--- src/rtl/fir_tap_sequencer_if.sv ---
// fir_tap_sequencer_if: sample, coefficient, MAC operand and result bus of the tap sequencer
interface fir_tap_sequencer_if #(parameter int DWIDTH = 16, parameter int AWIDTH = 6);
  logic              frame_start, ovr_clr, mac_vld, mac_clr, y_vld, busy, ovr;
  logic [DWIDTH-1:0] din, coef_data, mac_acc, mac_a, mac_b, y;
  logic [AWIDTH-1:0] coef_addr;
  modport master (output frame_start, ovr_clr, din, coef_data, mac_acc,
                  input  coef_addr, mac_a, mac_b, mac_vld, mac_clr, y, y_vld, busy, ovr);
  modport slave  (input  frame_start, ovr_clr, din, coef_data, mac_acc,
                  output coef_addr, mac_a, mac_b, mac_vld, mac_clr, y, y_vld, busy, ovr);
endinterface

--- src/rtl/fir_tap_sequencer.sv ---
// fir_tap_sequencer: walks all taps per sample, feeds aligned operand pairs to the MAC, captures the sum
module fir_tap_sequencer #(
  parameter int DWIDTH  = 16,
  parameter int AWIDTH  = 6,
  parameter int MAC_LAT = 3
) (
  input logic clk_64x,
  input logic rst_n,
  fir_tap_sequencer_if.slave s
);
  typedef enum logic {IDLE, RUN} state_t;
  state_t            state_q, state_d;
  logic [AWIDTH-1:0] addr_q, addr_d;
  logic              start, issue, last, ovr_d;
  logic              s1_vld_q, s1_clr_q, s1_last_q;
  logic              mac_vld_q, mac_clr_q, mac_last_q;
  logic [DWIDTH-1:0] mac_a_q, mac_b_q, y_q;
  logic [MAC_LAT-1:0] tag_q;
  logic              y_vld_q, ovr_q;
  assign start = (state_q == IDLE) & s.frame_start;
  assign issue = start | (state_q == RUN);
  assign last  = (state_q == RUN) & (addr_q == '1);
  always_comb begin
    state_d = start ? RUN : last ? IDLE : state_q;
    addr_d  = issue ? addr_q + 1'b1 : '0;
    ovr_d   = ((state_q == RUN) & s.frame_start) | (ovr_q & ~s.ovr_clr);
  end
  // stage 1 marks the cycle the ROM word and din for a tap are present; the tag then tracks MAC latency
  always_ff @(posedge clk_64x or negedge rst_n)
    if (!rst_n) begin
      state_q    <= IDLE;
      addr_q     <= '0;
      s1_vld_q   <= 1'b0;
      s1_clr_q   <= 1'b0;
      s1_last_q  <= 1'b0;
      mac_vld_q  <= 1'b0;
      mac_clr_q  <= 1'b0;
      mac_last_q <= 1'b0;
      mac_a_q    <= '0;
      mac_b_q    <= '0;
      tag_q      <= '0;
      y_vld_q    <= 1'b0;
      y_q        <= '0;
      ovr_q      <= 1'b0;
    end else begin
      state_q    <= state_d;
      addr_q     <= addr_d;
      s1_vld_q   <= issue;
      s1_clr_q   <= start;
      s1_last_q  <= last;
      mac_vld_q  <= s1_vld_q;
      mac_clr_q  <= s1_clr_q;
      mac_last_q <= s1_last_q;
      if (s1_vld_q) begin
        mac_a_q <= s.din;
        mac_b_q <= s.coef_data;
      end
      tag_q      <= MAC_LAT'({tag_q, mac_last_q});
      y_vld_q    <= tag_q[MAC_LAT-1];
      if (tag_q[MAC_LAT-1]) y_q <= s.mac_acc;
      ovr_q      <= ovr_d;
    end
  assign s.coef_addr = addr_q;
  assign s.mac_a     = mac_a_q;
  assign s.mac_b     = mac_b_q;
  assign s.mac_vld   = mac_vld_q;
  assign s.mac_clr   = mac_clr_q;
  assign s.y         = y_q;
  assign s.y_vld     = y_vld_q;
  assign s.ovr       = ovr_q;
  assign s.busy      = (state_q == RUN) | s1_vld_q | mac_vld_q | (|tag_q) | y_vld_q;
endmodule

--- src/flat_wrapper.sv ---
// flat-port wrapper written by rule: the top's interface ports become plain ports
module fir_tap_sequencer_flat 
#(
  parameter int DWIDTH  = 16,
  parameter int AWIDTH  = 6,
  parameter int MAC_LAT = 3
)
  (clk_64x, rst_n, s_frame_start, s_ovr_clr, s_din, s_coef_data, s_mac_acc, s_coef_addr, s_mac_a, s_mac_b, s_mac_vld, s_mac_clr, s_y, s_y_vld, s_busy, s_ovr);
  fir_tap_sequencer_if #(.DWIDTH(DWIDTH), .AWIDTH(AWIDTH)) s_i ();
  input logic clk_64x;
  input logic rst_n;
  input wire logic [$bits(s_i.frame_start)-1:0] s_frame_start;
  input wire logic [$bits(s_i.ovr_clr)-1:0] s_ovr_clr;
  input wire logic [$bits(s_i.din)-1:0] s_din;
  input wire logic [$bits(s_i.coef_data)-1:0] s_coef_data;
  input wire logic [$bits(s_i.mac_acc)-1:0] s_mac_acc;
  output wire logic [$bits(s_i.coef_addr)-1:0] s_coef_addr;
  output wire logic [$bits(s_i.mac_a)-1:0] s_mac_a;
  output wire logic [$bits(s_i.mac_b)-1:0] s_mac_b;
  output wire logic [$bits(s_i.mac_vld)-1:0] s_mac_vld;
  output wire logic [$bits(s_i.mac_clr)-1:0] s_mac_clr;
  output wire logic [$bits(s_i.y)-1:0] s_y;
  output wire logic [$bits(s_i.y_vld)-1:0] s_y_vld;
  output wire logic [$bits(s_i.busy)-1:0] s_busy;
  output wire logic [$bits(s_i.ovr)-1:0] s_ovr;
  assign s_i.frame_start = s_frame_start;
  assign s_i.ovr_clr = s_ovr_clr;
  assign s_i.din = s_din;
  assign s_i.coef_data = s_coef_data;
  assign s_i.mac_acc = s_mac_acc;
  assign s_coef_addr = s_i.coef_addr;
  assign s_mac_a = s_i.mac_a;
  assign s_mac_b = s_i.mac_b;
  assign s_mac_vld = s_i.mac_vld;
  assign s_mac_clr = s_i.mac_clr;
  assign s_y = s_i.y;
  assign s_y_vld = s_i.y_vld;
  assign s_busy = s_i.busy;
  assign s_ovr = s_i.ovr;
  fir_tap_sequencer #(.DWIDTH(DWIDTH), .AWIDTH(AWIDTH), .MAC_LAT(MAC_LAT)) u_core (.clk_64x(clk_64x), .rst_n(rst_n), .s(s_i));
endmodule
--- config.mk ---
export PLATFORM = sky130hd
export DESIGN_NAME = fir_tap_sequencer_flat
export DESIGN_NICKNAME = d
export VERILOG_FILES = /design/src/rtl/fir_tap_sequencer_if.sv /design/src/rtl/fir_tap_sequencer.sv /design/src/flat_wrapper.sv
export SDC_FILE = /design/constraint.sdc
export NUM_CORES = 1
export LEC_CHECK = 0
export CAP_MARGIN = 15
export CORE_ASPECT_RATIO = 0.9
export CORE_MARGIN = 2
export CORE_UTILIZATION = 41
export CTS_CLUSTER_SIZE = 24
export DETAILED_ROUTE_END_ITERATION = 8
export GPL_TIMING_DRIVEN = 0
export PLACE_DENSITY_LB_ADDON = 0.25
export SLEW_MARGIN = 20
export SYNTH_ARGS = -nofsm -noshare
export SYNTH_HDL_FRONTEND = slang
export SYNTH_SLANG_ARGS = --single-unit
export TNS_END_PERCENT = 10
--- constraint.sdc ---
create_clock -name clk_64x -period 1.8 [get_ports clk_64x]
set_clock_uncertainty 0.2 [all_clocks]
set_input_delay 0.18 -clock clk_64x [delete_from_list [all_inputs] [get_ports clk_64x]]
set_output_delay 0.18 -clock clk_64x [all_outputs]
set_load 0.01 [all_outputs]
==> qor.json, run 1 <==
{
  "synthesis": {
    "yosys.area.top_type": "sky130_fd_sc_hd__dfrtp_1",
    "synth_warnings": 0,
    "yosys.cell_types.count": 19,
    "post_synth_top_area_share": 0.695,
    "number_of_storage_elements_in_the_synthesis_netlist": 66,
    "synthesized_cell_area_mm2": 0.00237,
    "synthCells": 147,
    "ys_top_cells_by_area": "sky130_fd_sc_hd__dfrtp_1, sky130_fd_sc_hd__mux2_2, sky130_fd_sc_hd__nor2_1, sky130_fd_sc_hd__buf_2, sky130_fd_sc_hd__xor2_1",
    "synth_seq_area_share": 0.695,
    "synth_area_per_cell_um2": 16.2,
    "postSynthNetCount": 200
  },
  "pwr": {
    "total_switching_power_mw": 1.18,
    "switching_share": 0.258,
    "total_leakage_power_nw": 1.64,
    "ir_worst_vdd_uv": 753,
    "power.sequential.fraction": 0.438,
    "power.share.clock": 0.268,
    "p_int_mw": 3.39,
    "power_per_cell_area_mw_per_mm2": 1200,
    "power.share.combinational": 0.294
  },
  "global_route": {
    "initial_antenna_violation_count": 0,
    "global_routing_usage_summed_across_all_routing_layers": 0.169,
    "grt_pass1_vias": 1663,
    "gr-total-overflow": 0,
    "grt_start_max_net_pins": 51,
    "grt_pass1_wl_um": 8310
  },
  "setup_path": {
    "reg2reg_setup_slack_ns": 0.29,
    "crit_path_start": "u_core.s.coef_addr[2]$_DFF_PN0_",
    "r2r-start": "u_core.s1_vld_q$_DFF_PN0_",
    "critPathRequiredTime_ns": 1.42,
    "critical_path.n_buffers_inverters": 1,
    "worst_r2r_path_depth": 3,
    "cp.arrival_ns": 1.30,
    "path_cells": "clkdlybuf4s50_1",
    "worstSetupPathType": "flop to primary output",
    "worst_path_dominant_cell_family": "buffers and inverters",
    "critical_path.reg2reg.endpoint": "u_core.s.mac_a[1]$_DFFE_PN0P_",
    "worst_path_max_delay_cell": "sky130_fd_sc_hd__clkdlybuf4s50_1",
    "worstSetupEndpoint": "s_coef_addr[2]",
    "worstSetupStartpointType": "flop",
    "worst-path-max-fanout": 5,
    "endpoint_kind": "primary output",
    "cpPeakStageDelay_ns": 0.55,
    "cp_num_cells": 1
  },
  "die": {
    "io_pins": 111,
    "die_y_um": 76.2,
    "die_span_in_x_um": 84.2,
    "die_outline_area_mm2": 0.00642,
    "placement_rows": 26,
    "fp.coreArea_mm2": 0.00563,
    "initial_utilization": 0.422
  },
  "run": {
    "maxCapViolations": 0
  },
  "sta": {
    "finalSetupViolations": 0,
    "hold-worst-slack_ns": 0.0791,
    "rsz0062_at_grt": "no",
    "timing_hold_violations_final": 0,
    "tightest_slew_ns": 0.487,
    "post-route-min-period_ns": 1.68,
    "max_freq_mhz": 595,
    "relSlewSlack": 0.674,
    "timing.final.crit_share": 0.933,
    "finalMaxSlewViolations": 0
  },
  "route": {
    "drtIter0Drc": 50,
    "dr.pass1.iters": 4,
    "vias": 1605,
    "post_drt_via_cell_ratio": 4.67,
    "antenna_left": 0,
    "drt-wirelength-per-cell_um": 14.5,
    "drc": 0,
    "wl_um": 5000
  },
  "placed_design": {
    "placed_area_mm2": 0.00359,
    "routability_congestion_estimate": 0.737,
    "detailedPlacementHpwl_um": 3650,
    "portBuffers": 110
  },
  "clock_network": {
    "clkSlewWorstSetupHoldPaths_ns": 0.07,
    "cts_tree": "done",
    "root_buffer": "sky130_fd_sc_hd__clkbuf_8",
    "clock_sink_count": 66,
    "ctsHtreeMaxLevel": 3,
    "maximum_count_of_clock_buffers_along_a_single_path": 2,
    "clk-insertion-delay-late_ns": 0.32,
    "tritoncts.num_buffers": 9
  },
  "finish": {
    "design_area_mm2": 0.00382,
    "fillers": 416,
    "syn2layout_area_growth_pct": 60.9,
    "layout.cells.most_common_list": "sky130_fd_sc_hd__clkdlybuf4s50_1, sky130_fd_sc_hd__dfrtp_1, sky130_fd_sc_hd__mux2_2",
    "final-seq-area_mm2": 0.00165,
    "antenna_cells_inserted": 0,
    "layout.nets": 322,
    "multi_input_logic_area_um2": 694,
    "final_layout_size_suffix_gt1_frac": 0.266,
    "layout_commonest_cell": "sky130_fd_sc_hd__clkdlybuf4s50_1"
  },
  "hold_path": {
    "worstHoldPathType": "input pin to async pin"
  },
  "status": {
    "outcome": "finished, final reports clean"
  }
}
worst min-delay path by stage:
stage,end,slack (ns),depth (start not counted)
final,u_core.s.y[6]$_DFFE_PN0P_,0.08,2
after global routing,u_core.s.y[6]$_DFFE_PN0P_,0.07,2
after CTS,u_core.s.y[6]$_DFFE_PN0P_,0.05,2
after detailed placement,u_core.s.y[6]$_DFFE_PN0P_,-0.13,1
after global placement,u_core.tag_q[0]$_DFF_PN0_,0.13,0
after floorplan,u_core.mac_last_q$_DFF_PN0_,-0.32,0
final cells by class:
type                            instances  area share
Buffer                                  4      0.0108
Multi-Input combinational cell         73       0.182
Sequential cell                        66       0.433
Inverter                                2     0.00197
Timing Repair Buffer                  113       0.298
Clock inverter                          2     0.00917
Clock buffer                           14      0.0426
Tap cell                               70      0.0229
synth_stat cells:
master / instances
sky130_fd_sc_hd__xor2_1: 2
sky130_fd_sc_hd__nand3_2: 1
sky130_fd_sc_hd__buf_4: 1
sky130_fd_sc_hd__nor2_1: 7
sky130_fd_sc_hd__xnor2_1: 1
sky130_fd_sc_hd__nand2_1: 3
sky130_fd_sc_hd__o21ai_0: 2
sky130_fd_sc_hd__nor2b_1: 2
sky130_fd_sc_hd__nand3_1: 1
sky130_fd_sc_hd__inv_1: 2
sky130_fd_sc_hd__mux2_2: 48
sky130_fd_sc_hd__or3_1: 1
sky130_fd_sc_hd__ha_1: 1
sky130_fd_sc_hd__nand4_1: 1
sky130_fd_sc_hd__nor3_1: 1
sky130_fd_sc_hd__dfrtp_1: 66
sky130_fd_sc_hd__nor4_1: 1
sky130_fd_sc_hd__a21oi_1: 1
sky130_fd_sc_hd__buf_2: 5
registers in the layout, summed over array words and instances, names as in the netlist, 3 cells and up:
signal	cells
u_core.s.coef_addr	6
u_core.s.mac_b	16
u_core.tag_q	3
u_core.s.y	16
u_core.s.mac_a	16
power groups by stage:
stage	logic, mW	registers (mW)	clock network [mW]
detailed placement	1.35	2.02	0
global route	1.45	2.05	1.35
global placement	1.32	2.01	0
floorplan	0.376	2.15	0
CTS	1.36	2.00	1.27
finish	1.34	2.00	1.23
per-layer routing:
| metal | part of all wire | up-vias | global-route usage |
|---|---|---|---|
| li1 | - | 745 | - |
| met1 | 0.42 | 781 | 0.213 |
| met2 | 0.47 | 71 | 0.253 |
| met3 | 0.090 | 8 | 0.0823 |
| met4 | 0.016 | 0 | 0.0629 |
| met5 | 0 | - | 0 |
timing repair:
action,CTS,global route
endpoints found under the setup margin,1,2
hold endpoints to repair,66,0
resized for setup,10,3
setup buffers,1,0
hold buffers,1,0
worst reg2reg max path: stages (launching register included):
cell,delay [ns]
sky130_fd_sc_hd__dfrtp_1,0.36
sky130_fd_sc_hd__buf_6,0.18
sky130_fd_sc_hd__buf_2,0.28
sky130_fd_sc_hd__mux2_2,0.38
cell families (layout without fill, tap and decap cells):
logic type	Yosys count	count (layout)	synth area share
flops	66	66	0.695
mux	48	48	0.228
simple gates	18	18	0.0374
buf+inv	8	135	0.0169
compound gates	3	3	0.00632
xor+xnor	3	3	0.0111
fa+ha+maj	1	1	0.00527
stage by stage:
stage	worst slack [ns]	instances	utilization	setup TNS (ns)	power (mW)
global placement	-1.84	327	0.633	-121.03	3.33
global route	0.0401	344	0.679	0	4.85
floorplan	0.406	147	-	0	2.53
CTS	0.0177	344	0.679	0	4.64
detailed placement	-0.129	328	0.638	-0.129	3.37
finish	0.120	344	0.679	0	4.57
No activity file was read; power rests on OpenSTA's default activity.
==> run 2, diff against run 1 <==
Settings changed: ABC_CLOCK_PERIOD_IN_PS set to 1800, CAP_MARGIN 15 to 10, PLACE_DENSITY set to 0.8, PLACE_DENSITY_LB_ADDON 0.25 to unset.
==> qor.json, run 2 (synthesized netlist as in run 1, its figures left out) <==
{
  "status": {
    "outcome": "finished, final reports clean"
  },
  "run": {
    "maxCapViolations": {"value": 0, "change": "unchanged"}
  },
  "clock_network": {
    "cts_tree": "done",
    "tritoncts.num_buffers": {"value": 9, "change": "unchanged"},
    "clkSlewWorstSetupHoldPaths": {"value": 0.07, "unit": "ns", "change": "about the same"},
    "clock_sink_count": {"value": 66, "change": "unchanged"},
    "ctsHtreeMaxLevel": {"value": 3, "change": "unchanged"},
    "root_buffer": "sky130_fd_sc_hd__clkbuf_8",
    "maximum_count_of_clock_buffers_along_a_single_path": {"value": 2, "change": "unchanged"},
    "clk-insertion-delay-late": {"value": 0.33, "unit": "ns", "change": "about the same"}
  },
  "pwr": {
    "power_per_cell_area": {"value": 1170, "unit": "mW/mm^2", "change": "-1.9%"},
    "switching_share": {"value": 0.266, "change": "+0.00843"},
    "p_int": {"value": 3.29, "unit": "mW", "change": "-3.1%"},
    "power.share.combinational": {"value": 0.301, "change": "+0.007"},
    "ir_worst_vdd": {"value": 794, "unit": "uV", "change": "+5.4%"},
    "total_switching_power": {"value": 1.19, "unit": "mW", "change": "+1.2%"},
    "power.share.clock": {"value": 0.252, "change": "-0.016"},
    "power.sequential.fraction": {"value": 0.446, "change": "+0.008"},
    "total_leakage_power": {"value": 1.65, "unit": "nW", "change": "+0.48%"}
  },
  "setup_path": {
    "endpoint_kind": "primary output",
    "worst-path-max-fanout": {"value": 5, "change": "unchanged"},
    "path_cells": "clkdlybuf4s50_1",
    "worstSetupPathType": "flop to primary output",
    "cpPeakStageDelay": {"value": 0.58, "unit": "ns", "change": "+0.03 ns"},
    "reg2reg_setup_slack": {"value": 0.29, "unit": "ns", "change": "about the same"},
    "worstSetupStartpointType": "flop",
    "cp.arrival": {"value": 1.36, "unit": "ns", "change": "+0.06 ns"},
    "worst_path_max_delay_cell": "sky130_fd_sc_hd__clkdlybuf4s50_1",
    "critical_path.n_buffers_inverters": {"value": 1, "change": "unchanged"},
    "critPathRequiredTime": {"value": 1.42, "unit": "ns", "change": "about the same"},
    "worst_path_dominant_cell_family": "buffers and inverters"
  },
  "die": {
    "placement_rows": {"value": 26, "change": "unchanged"},
    "die_y": {"value": 76.2, "unit": "um", "change": "unchanged"},
    "fp.coreArea": {"value": 0.00563, "unit": "mm^2", "change": "unchanged"},
    "die_span_in_x": {"value": 84.2, "unit": "um", "change": "unchanged"},
    "initial_utilization": {"value": 0.422, "change": "unchanged"},
    "io_pins": {"value": 111, "change": "unchanged"},
    "die_outline_area": {"value": 0.00642, "unit": "mm^2", "change": "unchanged"}
  },
  "finish": {
    "layout_commonest_cell": "sky130_fd_sc_hd__clkdlybuf4s50_1",
    "multi_input_logic_area": {"value": 698, "unit": "um^2", "change": "+0.54%"},
    "postLayoutCoreUtil": {"value": 0.678, "change": "-0.000889"},
    "final_layout_size_suffix_gt1_frac": {"value": 0.265, "change": "-0.000969"},
    "layout.cells.most_common_list": "sky130_fd_sc_hd__clkdlybuf4s50_1, sky130_fd_sc_hd__dfrtp_1, sky130_fd_sc_hd__mux2_2",
    "final-seq-area": {"value": 0.00165, "unit": "mm^2", "change": "about the same"},
    "layout.nets": {"value": 323, "change": "+0.31%"},
    "fillers": {"value": 435, "change": "+4.6%"},
    "syn2layout_area_growth_pct": 60.6,
    "antenna_cells_inserted": {"value": 0, "change": "unchanged"}
  },
  "global_route": {
    "gr-total-overflow": {"value": 0, "change": "unchanged"},
    "grt_start_max_net_pins": {"value": 58, "change": "+14%"},
    "grt_pass1_vias": {"value": 1626, "change": "-2.2%"},
    "grt_pass1_wl": {"value": 8200, "unit": "um", "change": "-1.4%"},
    "initial_antenna_violation_count": {"value": 0, "change": "unchanged"},
    "global_routing_usage_summed_across_all_routing_layers": {"value": 0.165, "change": "-0.00449"}
  },
  "sta": {
    "post-route-min-period": {"value": 1.74, "unit": "ns", "change": "+0.0575 ns"},
    "finalMaxSlewViolations": {"value": 0, "change": "unchanged"},
    "worst_slack": {"value": 0.0624, "unit": "ns", "change": "-0.0575 ns"},
    "finalSetupViolations": {"value": 0, "change": "unchanged"},
    "timing.final.crit_share": {"value": 0.965, "change": "+0.0320"},
    "tightest_slew": {"value": 0.479, "unit": "ns", "change": "-0.00798 ns"},
    "relSlewSlack": {"value": 0.679, "change": "+0.00534"},
    "finalSetupTns": {"value": 0, "unit": "ns", "change": "unchanged"},
    "max_freq": {"value": 576, "unit": "MHz", "change": "-3.3%"},
    "rsz0062_at_grt": "no",
    "timing_hold_violations_final": {"value": 0, "change": "unchanged"}
  },
  "route": {
    "drc": {"value": 0, "change": "unchanged"},
    "vias": {"value": 1623, "change": "+1.1%"},
    "dr.pass1.iters": {"value": 4, "change": "unchanged"},
    "wl": {"value": 4940, "unit": "um", "change": "-1.3%"},
    "drt-wirelength-per-cell": {"value": 14.3, "unit": "um", "change": "-1.6%"},
    "post_drt_via_cell_ratio": {"value": 4.70, "change": "+0.83%"},
    "antenna_left": {"value": 0, "change": "unchanged"},
    "drtIter0Drc": {"value": 61, "change": "+22%"}
  },
  "placed_design": {
    "routability_congestion_estimate": {"value": 0.706, "change": "-4.3%"},
    "detailedPlace.worstSlack": {"value": -0.162, "unit": "ns", "change": "-0.0328 ns"},
    "portBuffers": {"value": 110, "change": "unchanged"},
    "detailedPlacementHpwl": {"value": 3570, "unit": "um", "change": "-2.3%"}
  },
  "hold_path": {
    "worstHoldPathType": "input pin to async pin"
  }
}
==> run 2: area by class of cell <==
| class | instances | area share |
|---|---|---|
| timing repair buffer | 114 | 0.300 |
| buffer | 4 | 0.0108 |
| clock inverter | 2 | 0.00262 |
| tap | 70 | 0.0230 |
| clock buffer | 14 | 0.0453 |
| sequential | 66 | 0.433 |
| multi-input combinational | 73 | 0.183 |
| inverter | 2 | 0.00197 |
==> run 2: final timing paths <==
| check | start | end | depth (start not counted) |
|---|---|---|---|
| setup / recovery | u_core.s.coef_addr[2]$_DFF_PN0_ | s_coef_addr[2] | 1 |
| max in group asynchronous | rst_n | u_core.s.coef_addr[1]$_DFF_PN0_ | 3 |
| hold reg to reg | u_core.mac_last_q$_DFF_PN0_ | u_core.tag_q[0]$_DFF_PN0_ | 0 |
| min in group clk_64x | u_core.mac_last_q$_DFF_PN0_ | u_core.tag_q[0]$_DFF_PN0_ | 0 |
| hold / removal | rst_n | u_core.s.mac_b[11]$_DFFE_PN0P_ | 2 |
| setup reg to reg | u_core.s1_vld_q$_DFF_PN0_ | u_core.s.mac_a[8]$_DFFE_PN0P_ | 3 |
==> run 2: worst reg2reg max path: cells and delay by family (launching register included) <==
kind     cells  cell delay [ns]
buf+inv      2             0.47
flops        1             0.36
mux          1             0.37
==> run 2: power by group through the flow <==
stage,clock network [mW],logic (mW),registers (mW)
2_1_floorplan,0,0.376,2.15
3_3_place_gp,0,1.32,2.01
3_5_place_dp,0,1.35,2.03
4_1_cts,1.17,1.37,2.00
5_1_grt,1.24,1.45,2.05
6_report,1.13,1.35,2.00
==> run 2: what timing repair did <==
action,CTS,global route
resized for setup,11,1
hold buffers,1,0
buffers inserted,2,0
setup endpoints to repair,1,1
endpoints found under the hold margin,66,0
==> run 2: metrics by stage <==
| step | cell area, um^2 | power, mW | hold WS, ns | cells |
|---|---|---|---|---|
| finish | 3810 | 4.48 | 0.0219 | 345 |
| global route | 3810 | 4.73 | 0.00614 | 345 |
| CTS | 3820 | 4.55 | 0.00306 | 345 |
| detailed placement | 3590 | 3.38 | -0.167 | 328 |
| global placement | 3560 | 3.32 | 0.133 | 327 |
| floorplan | 2370 | 2.53 | -0.316 | 147 |
==> run 2: routing by layer <==
metal	global-route usage	part of all wire
met5	0	0
met4	0.0484	0.0093
met3	0.0791	0.083
met2	0.250	0.48
met1	0.211	0.42
==> run 3, diff against run 2 <==
Settings changed: GPL_ROUTABILITY_DRIVEN set to 0.
==> results of run 3 <==
The final DEF is identical to that of run 2; final timing and power are the same.
